===== src/rtl/dense_logit_argmax_reader.sv =====
// Reader side of the dense layer result port: kicks the layer, waits for done, sweeps the logits and keeps the signed argmax.
// Optional WAIT_DONE watchdog is compiled in with `define ARGMAX_TIMEOUT_EN.
module dense_logit_argmax_reader #(
    parameter int NUM_CLASSES    = 10,
    parameter int ADDR_W         = 4,
    parameter int DATA_W         = 32,
    parameter int READ_LAT       = 0,
    parameter int TIMEOUT_CYCLES = 1000000
) (
    input  logic              clk,
    input  logic              reset,
    input  logic              start,
    output logic              layer_start,
    input  logic              layer_done,
    output logic [ADDR_W-1:0] layer_read_addr,
    input  logic [DATA_W-1:0] layer_read_data,
    output logic              busy,
    output logic              result_valid,
    output logic [ADDR_W-1:0] class_idx,
    output logic [DATA_W-1:0] class_score,
    output logic              timeout_err
);

    typedef enum logic [2:0] {IDLE, KICK, WAIT_DONE, READ, DRAIN, FINISH} state_t;

    localparam logic [ADDR_W-1:0] LAST_ADDR = ADDR_W'(NUM_CLASSES - 1);

    state_t            state_reg;
    logic [DATA_W-1:0] max_val_reg;
    logic [ADDR_W-1:0] max_idx_reg;
    logic              issue_vld;
    logic              sample_vld;
    logic [ADDR_W-1:0] sample_idx;

    assign issue_vld = (state_reg == READ);

    // Address tags travel alongside the memory latency so each sample knows its class index.
    generate
        if (READ_LAT == 0) begin : g_direct
            assign sample_vld = issue_vld;
            assign sample_idx = layer_read_addr;
        end else begin : g_pipe
            localparam int PW = READ_LAT * ADDR_W;
            logic [READ_LAT-1:0] vld_pipe_reg;
            logic [PW-1:0]       idx_pipe_reg;

            always_ff @(posedge clk or posedge reset) begin
                if (reset) begin
                    vld_pipe_reg <= '0;
                    idx_pipe_reg <= '0;
                end else begin
                    vld_pipe_reg <= (vld_pipe_reg << 1) | READ_LAT'(issue_vld);
                    idx_pipe_reg <= (idx_pipe_reg << ADDR_W) | PW'(layer_read_addr);
                end
            end

            assign sample_vld = vld_pipe_reg[READ_LAT-1];
            assign sample_idx = idx_pipe_reg[PW-1 -: ADDR_W];
        end
    endgenerate

`ifdef ARGMAX_TIMEOUT_EN
    localparam int TW = $clog2(TIMEOUT_CYCLES + 1);
    logic [TW-1:0] wd_cnt_reg;
`else
    assign timeout_err = 1'b0;
`endif

    always_ff @(posedge clk or posedge reset) begin
        if (reset) begin
            state_reg       <= IDLE;
            layer_start     <= 1'b0;
            layer_read_addr <= '0;
            busy            <= 1'b0;
            result_valid    <= 1'b0;
            class_idx       <= '0;
            class_score     <= '0;
            max_val_reg     <= '0;
            max_idx_reg     <= '0;
`ifdef ARGMAX_TIMEOUT_EN
            wd_cnt_reg      <= '0;
            timeout_err     <= 1'b0;
`endif
        end else begin
            layer_start <= 1'b0;

            // Index 0 seeds the maximum; strict compare keeps the lowest index on ties.
            if (sample_vld) begin
                if (sample_idx == '0 || $signed(layer_read_data) > $signed(max_val_reg)) begin
                    max_val_reg <= layer_read_data;
                    max_idx_reg <= sample_idx;
                end
            end

            case (state_reg)
                IDLE: begin
                    if (start) begin
                        busy         <= 1'b1;
                        result_valid <= 1'b0;
                        layer_start  <= 1'b1;
`ifdef ARGMAX_TIMEOUT_EN
                        timeout_err  <= 1'b0;
`endif
                        state_reg    <= KICK;
                    end
                end
                KICK: begin
`ifdef ARGMAX_TIMEOUT_EN
                    wd_cnt_reg <= '0;
`endif
                    state_reg <= WAIT_DONE;
                end
                WAIT_DONE: begin
                    if (layer_done) begin
                        layer_read_addr <= '0;
                        state_reg       <= READ;
                    end
`ifdef ARGMAX_TIMEOUT_EN
                    else if (wd_cnt_reg == TW'(TIMEOUT_CYCLES - 1)) begin
                        timeout_err <= 1'b1;
                        busy        <= 1'b0;
                        state_reg   <= IDLE;
                    end else begin
                        wd_cnt_reg <= wd_cnt_reg + TW'(1);
                    end
`endif
                end
                READ: begin
                    if (layer_read_addr == LAST_ADDR) begin
                        state_reg <= (READ_LAT == 0) ? FINISH : DRAIN;
                    end else begin
                        layer_read_addr <= layer_read_addr + ADDR_W'(1);
                    end
                end
                DRAIN: begin
                    if (sample_vld && sample_idx == LAST_ADDR) begin
                        state_reg <= FINISH;
                    end
                end
                FINISH: begin
                    class_idx    <= max_idx_reg;
                    class_score  <= max_val_reg;
                    result_valid <= 1'b1;
                    busy         <= 1'b0;
                    state_reg    <= IDLE;
                end
                default: state_reg <= IDLE;
            endcase
        end
    end

endmodule


===== config.mk =====
export PLATFORM = sky130hd
export DESIGN_NAME = dense_logit_argmax_reader
export DESIGN_NICKNAME = d
export VERILOG_FILES = /design/src/rtl/dense_logit_argmax_reader.sv
export SDC_FILE = /design/constraint.sdc
export NUM_CORES = 1
export LEC_CHECK = 0
export ABC_AREA = 1
export CAP_MARGIN = 20
export CORE_ASPECT_RATIO = 0.5
export CORE_MARGIN = 2
export CORE_UTILIZATION = 40
export CTS_CLUSTER_SIZE = 14
export DETAILED_ROUTE_END_ITERATION = 10
export MAX_ROUTING_LAYER = met4
export PLACE_DENSITY = 0.66
export SLEW_MARGIN = 20
export SYNTH_ARGS = -nofsm -noshare
export SYNTH_HDL_FRONTEND = slang
export SYNTH_SLANG_ARGS = --single-unit

===== constraint.sdc =====
create_clock -name clk -period 2.9 [get_ports clk]
set_input_delay 0.725 -clock clk [delete_from_list [all_inputs] [get_ports clk]]
set_output_delay 0.725 -clock clk [all_outputs]
set_load 0.01 [all_outputs]

==> flow_summary_export.csv <==
group,metric,value,unit
synthesis,synth_xor_area_share,0.208,%
clocking,cts_resized,0,
grt,grt_pass1_wl,15500,µm
setup_path,crit_buf_inv,1,
floorplanning,io_pins,80,
place,dp_hpwl,6370,µm
pwr,power.density,475,mW/mm²
sta,worst_pin_slew,0.958,ns
clocking,clock_sinks,82,
floorplanning,coreArea,0.0102,mm²
setup_path,cp_top_family,"simple AND/OR/NAND/NOR gates",
min_path,hold_end,"class_idx[1]",
setup_path,cp_max_fo,18,
drt,wirelength,9210,µm
clocking,htree_num_levels,3,
setup_path,critPathMaxStageDelay,0.45,ns
setup_path,cp_common_cell,"nand2_1",
clocking,cts_buffers,9,
min_path,hp-start,"class_idx[1]",
drt,drt_iter0_drc,186,
setup_path,startpoint_type,"input port",
synthesis,netlist_area,0.00422,mm²
cells_and_area,final_cells,708,
setup_path,critPathArrivalTime,2.87,ns
min_path,min_path_cells,2,
clocking,cts_setup_buffers,0,
synthesis,synthCells,483,
pwr,clkPwrFrac,49.1,%
cells_and_area,area_growth,30.0,%
cells_and_area,fin_area,0.00549,mm²
setup_path,crit_path_top_delay_cell,"clkdlybuf4s50_1",
place,placed_area,0.00513,mm²
sta,slew_headroom,36.0,%
synthesis,synth_fa_ha_area_share,10.4,%
grt,antenna_found_initial,0,
cells_and_area,multi_input_area,0.00186,mm²
floorplanning,die_w,149,µm
floorplanning,die_h,76.6,µm
min_path,hp-class,"reg2reg",
synthesis,yosys_warnings,0,
grt,grt_max_degree,70,
clocking,cts_tree,"built",
floorplanning,rows,26,
pwr,p_sw,0.554,mW
cells_and_area,nets,634,
flow_run,maxCapViolations,0,
outcome,status,"finished clean",
floorplanning,start_util,41.2,%
synthesis,syn_area_per_cell,8.74,µm²
cells_and_area,drive_gt1_share,11.8,%
pwr,max-vdd-ir-drop,0.229,mV
setup_path,r2r_slack,0.71,ns
pwr,power.leakage,2.61,nW
synthesis,synth_cell_types,30,
synthesis,synth_compound_area_share,7.53,%
synthesis,synth_fp_nets,554,
place,numPortBuffers,78,
drt,drtAntennaViolNets,0,
clocking,path_clk_slew,0.06,ns
synthesis,synthMuxAreaShare,0,%
sta,skew,0.00447,ns
sta,slew_viol_final,0,
setup_path,path_cells,"clkdlybuf4s50_1 > ha_1 > a21oi_1 > o21ai_0 > a21oi_1 > nand2_1 > nand2_1 > nand2_1 > nand2_1 > nand3_2 > nand2_4 > nand2_8 > nand2_2 > nand2_1",
drt,avgRoutedWirePerCell,13.0,µm
cells_and_area,num_antenna_cells,0,
pwr,switching_share,21.3,%
clocking,cts-hold-fix-buffers,0,
sta,rsz0062_at_grt,"false",
grt,grt_pass1_vias,3247,
synthesis,synth-seq-cells,82,
synthesis,synth_top_family_by_area,"simple AND/OR/NAND/NOR gates",
floorplanning,fp.dieArea,0.0114,mm²
sta,timing.final.crit_share,91.2,%
setup_path,r2r-start,"max_val_reg[11]",
setup_path,cp.required,3.13,ns
place,dp_cells,691,
clocking,clockBufferDepth,2,
pwr,comb_power_share,7.1,%
cells_and_area,regArea,0.00205,mm²
sta,hold_viol_final,0,
pwr,seqPwrFrac,43.9,%
grt,grt_overflow,0,
drt,drt_first_pass_iters,4,
drt,viasPerCell,4.69,
setup_path,ff2ff_path_depth,14,
grt,grt_util_all_layers,17.6,%
clocking,ctsRootBufferMaster,"clkbuf_16",
setup_path,critPathKind,"in2reg",
synthesis,yosys.area_share.simple,25.4,%
sta,fmax,378,MHz
cells_and_area,num-fill-cells,992,
setup_path,r2r-end,"max_val_reg[29]",
pwr,p_int,2.05,mW
sta,fin_crit,2.64,ns
place,gp_congestion,0.770,
clocking,insertion_delay,0.34,ns
synthesis,ys_seq_area_share,48.6,%
drt,vias,3320,
drt,drc,0,
setup_path,crit_path_end_kind,"flop",
sta,setup_viol,0,
-- power by group through the flow --
stage,Sequential (mW),Clock (mW),Combinational [mW]
floorplan,1.17,0,0.0886
global placement,1.17,0,0.182
detailed placement,1.17,0,0.183
CTS,1.14,1.30,0.185
global route,1.14,1.35,0.208
finish,1.14,1.28,0.184
-- logic make-up (layout without fill, tap and decap cells) --
kind of cell,Yosys count,after routing
and+or+nand+nor,235,236
DFF,82,82
buffers and inverters,69,153
AOI/OAI and AO/OA,60,60
adders and majority gates,35,35
other,1,1
xor gates and xnor gates,1,1
-- cell usage in the layout (no fill, tap or decap), types with 3 or more instances in the layout --
cell type,Yosys,routed
ha_1,35,35
inv_1,51,49
o21ai_0,34,34
nand2_2,31,31
o21ai_1,3,3
clkdlybuf4s50_1,0,78
dfrtp_1,82,82
clkbuf_8,0,3
nand2_1,141,141
clkbuf_16,0,9
nand3_1,41,41
a21oi_1,17,17
buf_4,4,6
nor2_1,12,12
-- final cells by class --
| type | instances | share of cell area [%] |
|---|---|---|
| clock buffers | 12 | 4.86 |
| clock inverters | 4 | 1.32 |
| inverters | 51 | 3.51 |
| multi-input cells | 333 | 33.9 |
| flip-flops and latches | 82 | 37.4 |
| well taps | 140 | 3.19 |
| repair buffers | 86 | 15.8 |
-- how the worst max path moves through the flow --
stage                                    from              end  depth (start not counted)
after global placement    layer_read_data[15]   max_idx_reg[3]                         14
final                     layer_read_data[13]  max_val_reg[29]                         14
after floorplan                         reset             busy                          1
after CTS                 layer_read_data[13]  max_val_reg[31]                         14
after detailed placement  layer_read_data[13]  max_val_reg[31]                         14
after global routing      layer_read_data[13]  max_val_reg[13]                         14
-- cells in the mapped netlist --
cell / instances / area [µm²]
o21ai_0: 34 / 170
nand4_1: 1 / 6.26
nand2_1: 141 / 529
nor3_2: 1 / 10.0
nand3_1: 41 / 205
a21oi_1: 17 / 85.1
nor2_4: 1 / 11.3
ha_1: 35 / 438
buf_2: 3 / 15.0
dfrtp_1: 82 / 2050
a21o_1: 1 / 7.51
nand2_2: 31 / 194
a2bb2oi_1: 1 / 8.76
nand2_8: 1 / 20.0
o21ai_1: 3 / 15.0
clkbuf_1: 8 / 30.0
buf_12: 3 / 60.1
buf_4: 4 / 30.0
nor2_2: 2 / 12.5
inv_1: 51 / 191
conb_1: 1 / 3.75
nand3_2: 1 / 10.0
xor2_1: 1 / 8.76
a21oi_2: 1 / 8.76
nand2_4: 1 / 11.3
o31ai_1: 1 / 7.51
nor2_1: 12 / 45.0
nand4_2: 1 / 12.5
nor4_1: 1 / 6.26
o21a_1: 2 / 15.0
-- layer usage --
metal | GRT usage [%] | part of all wire [%] | vias up | routed length [µm]
met2 | 27.2 | 46 | 76 | 4200
met5 | - | 0 | - | 0
met3 | 4.55 | 5.1 | 9 | 470
li1 | - | - | 1699 | -
met4 | 5.24 | 1.1 | 0 | 103
met1 | 22.8 | 48 | 1536 | 4430
-- stage by stage --
step / power [mW] / hold slack, ns / util [%] / setup slack, ns / TNS (ns)
6_report: 2.61 / 0.473 / 53.5 / 0.256 / 0
5_1_grt: 2.71 / 0.486 / 53.5 / 0.0342 / 0
4_1_cts: 2.63 / 0.474 / 53.3 / 0.206 / 0
3_5_place_dp: 1.35 / 0.460 / 50.0 / -0.140 / -4.23
3_3_place_gp: 1.35 / 0.455 / 50.0 / -0.0989 / -3.20
2_1_floorplan: 1.25 / 0.442 / - / 0.0666 / 0
-- tightest hold or removal path, delay by kind of cell, from the launching register on --
| family | cells | cell delay [ns] |
|---|---|---|
| AND/OR/NAND/NOR | 2 | 0.09 |
| flip-flops | 1 | 0.34 |
Power figures use the tool's default switching activity.
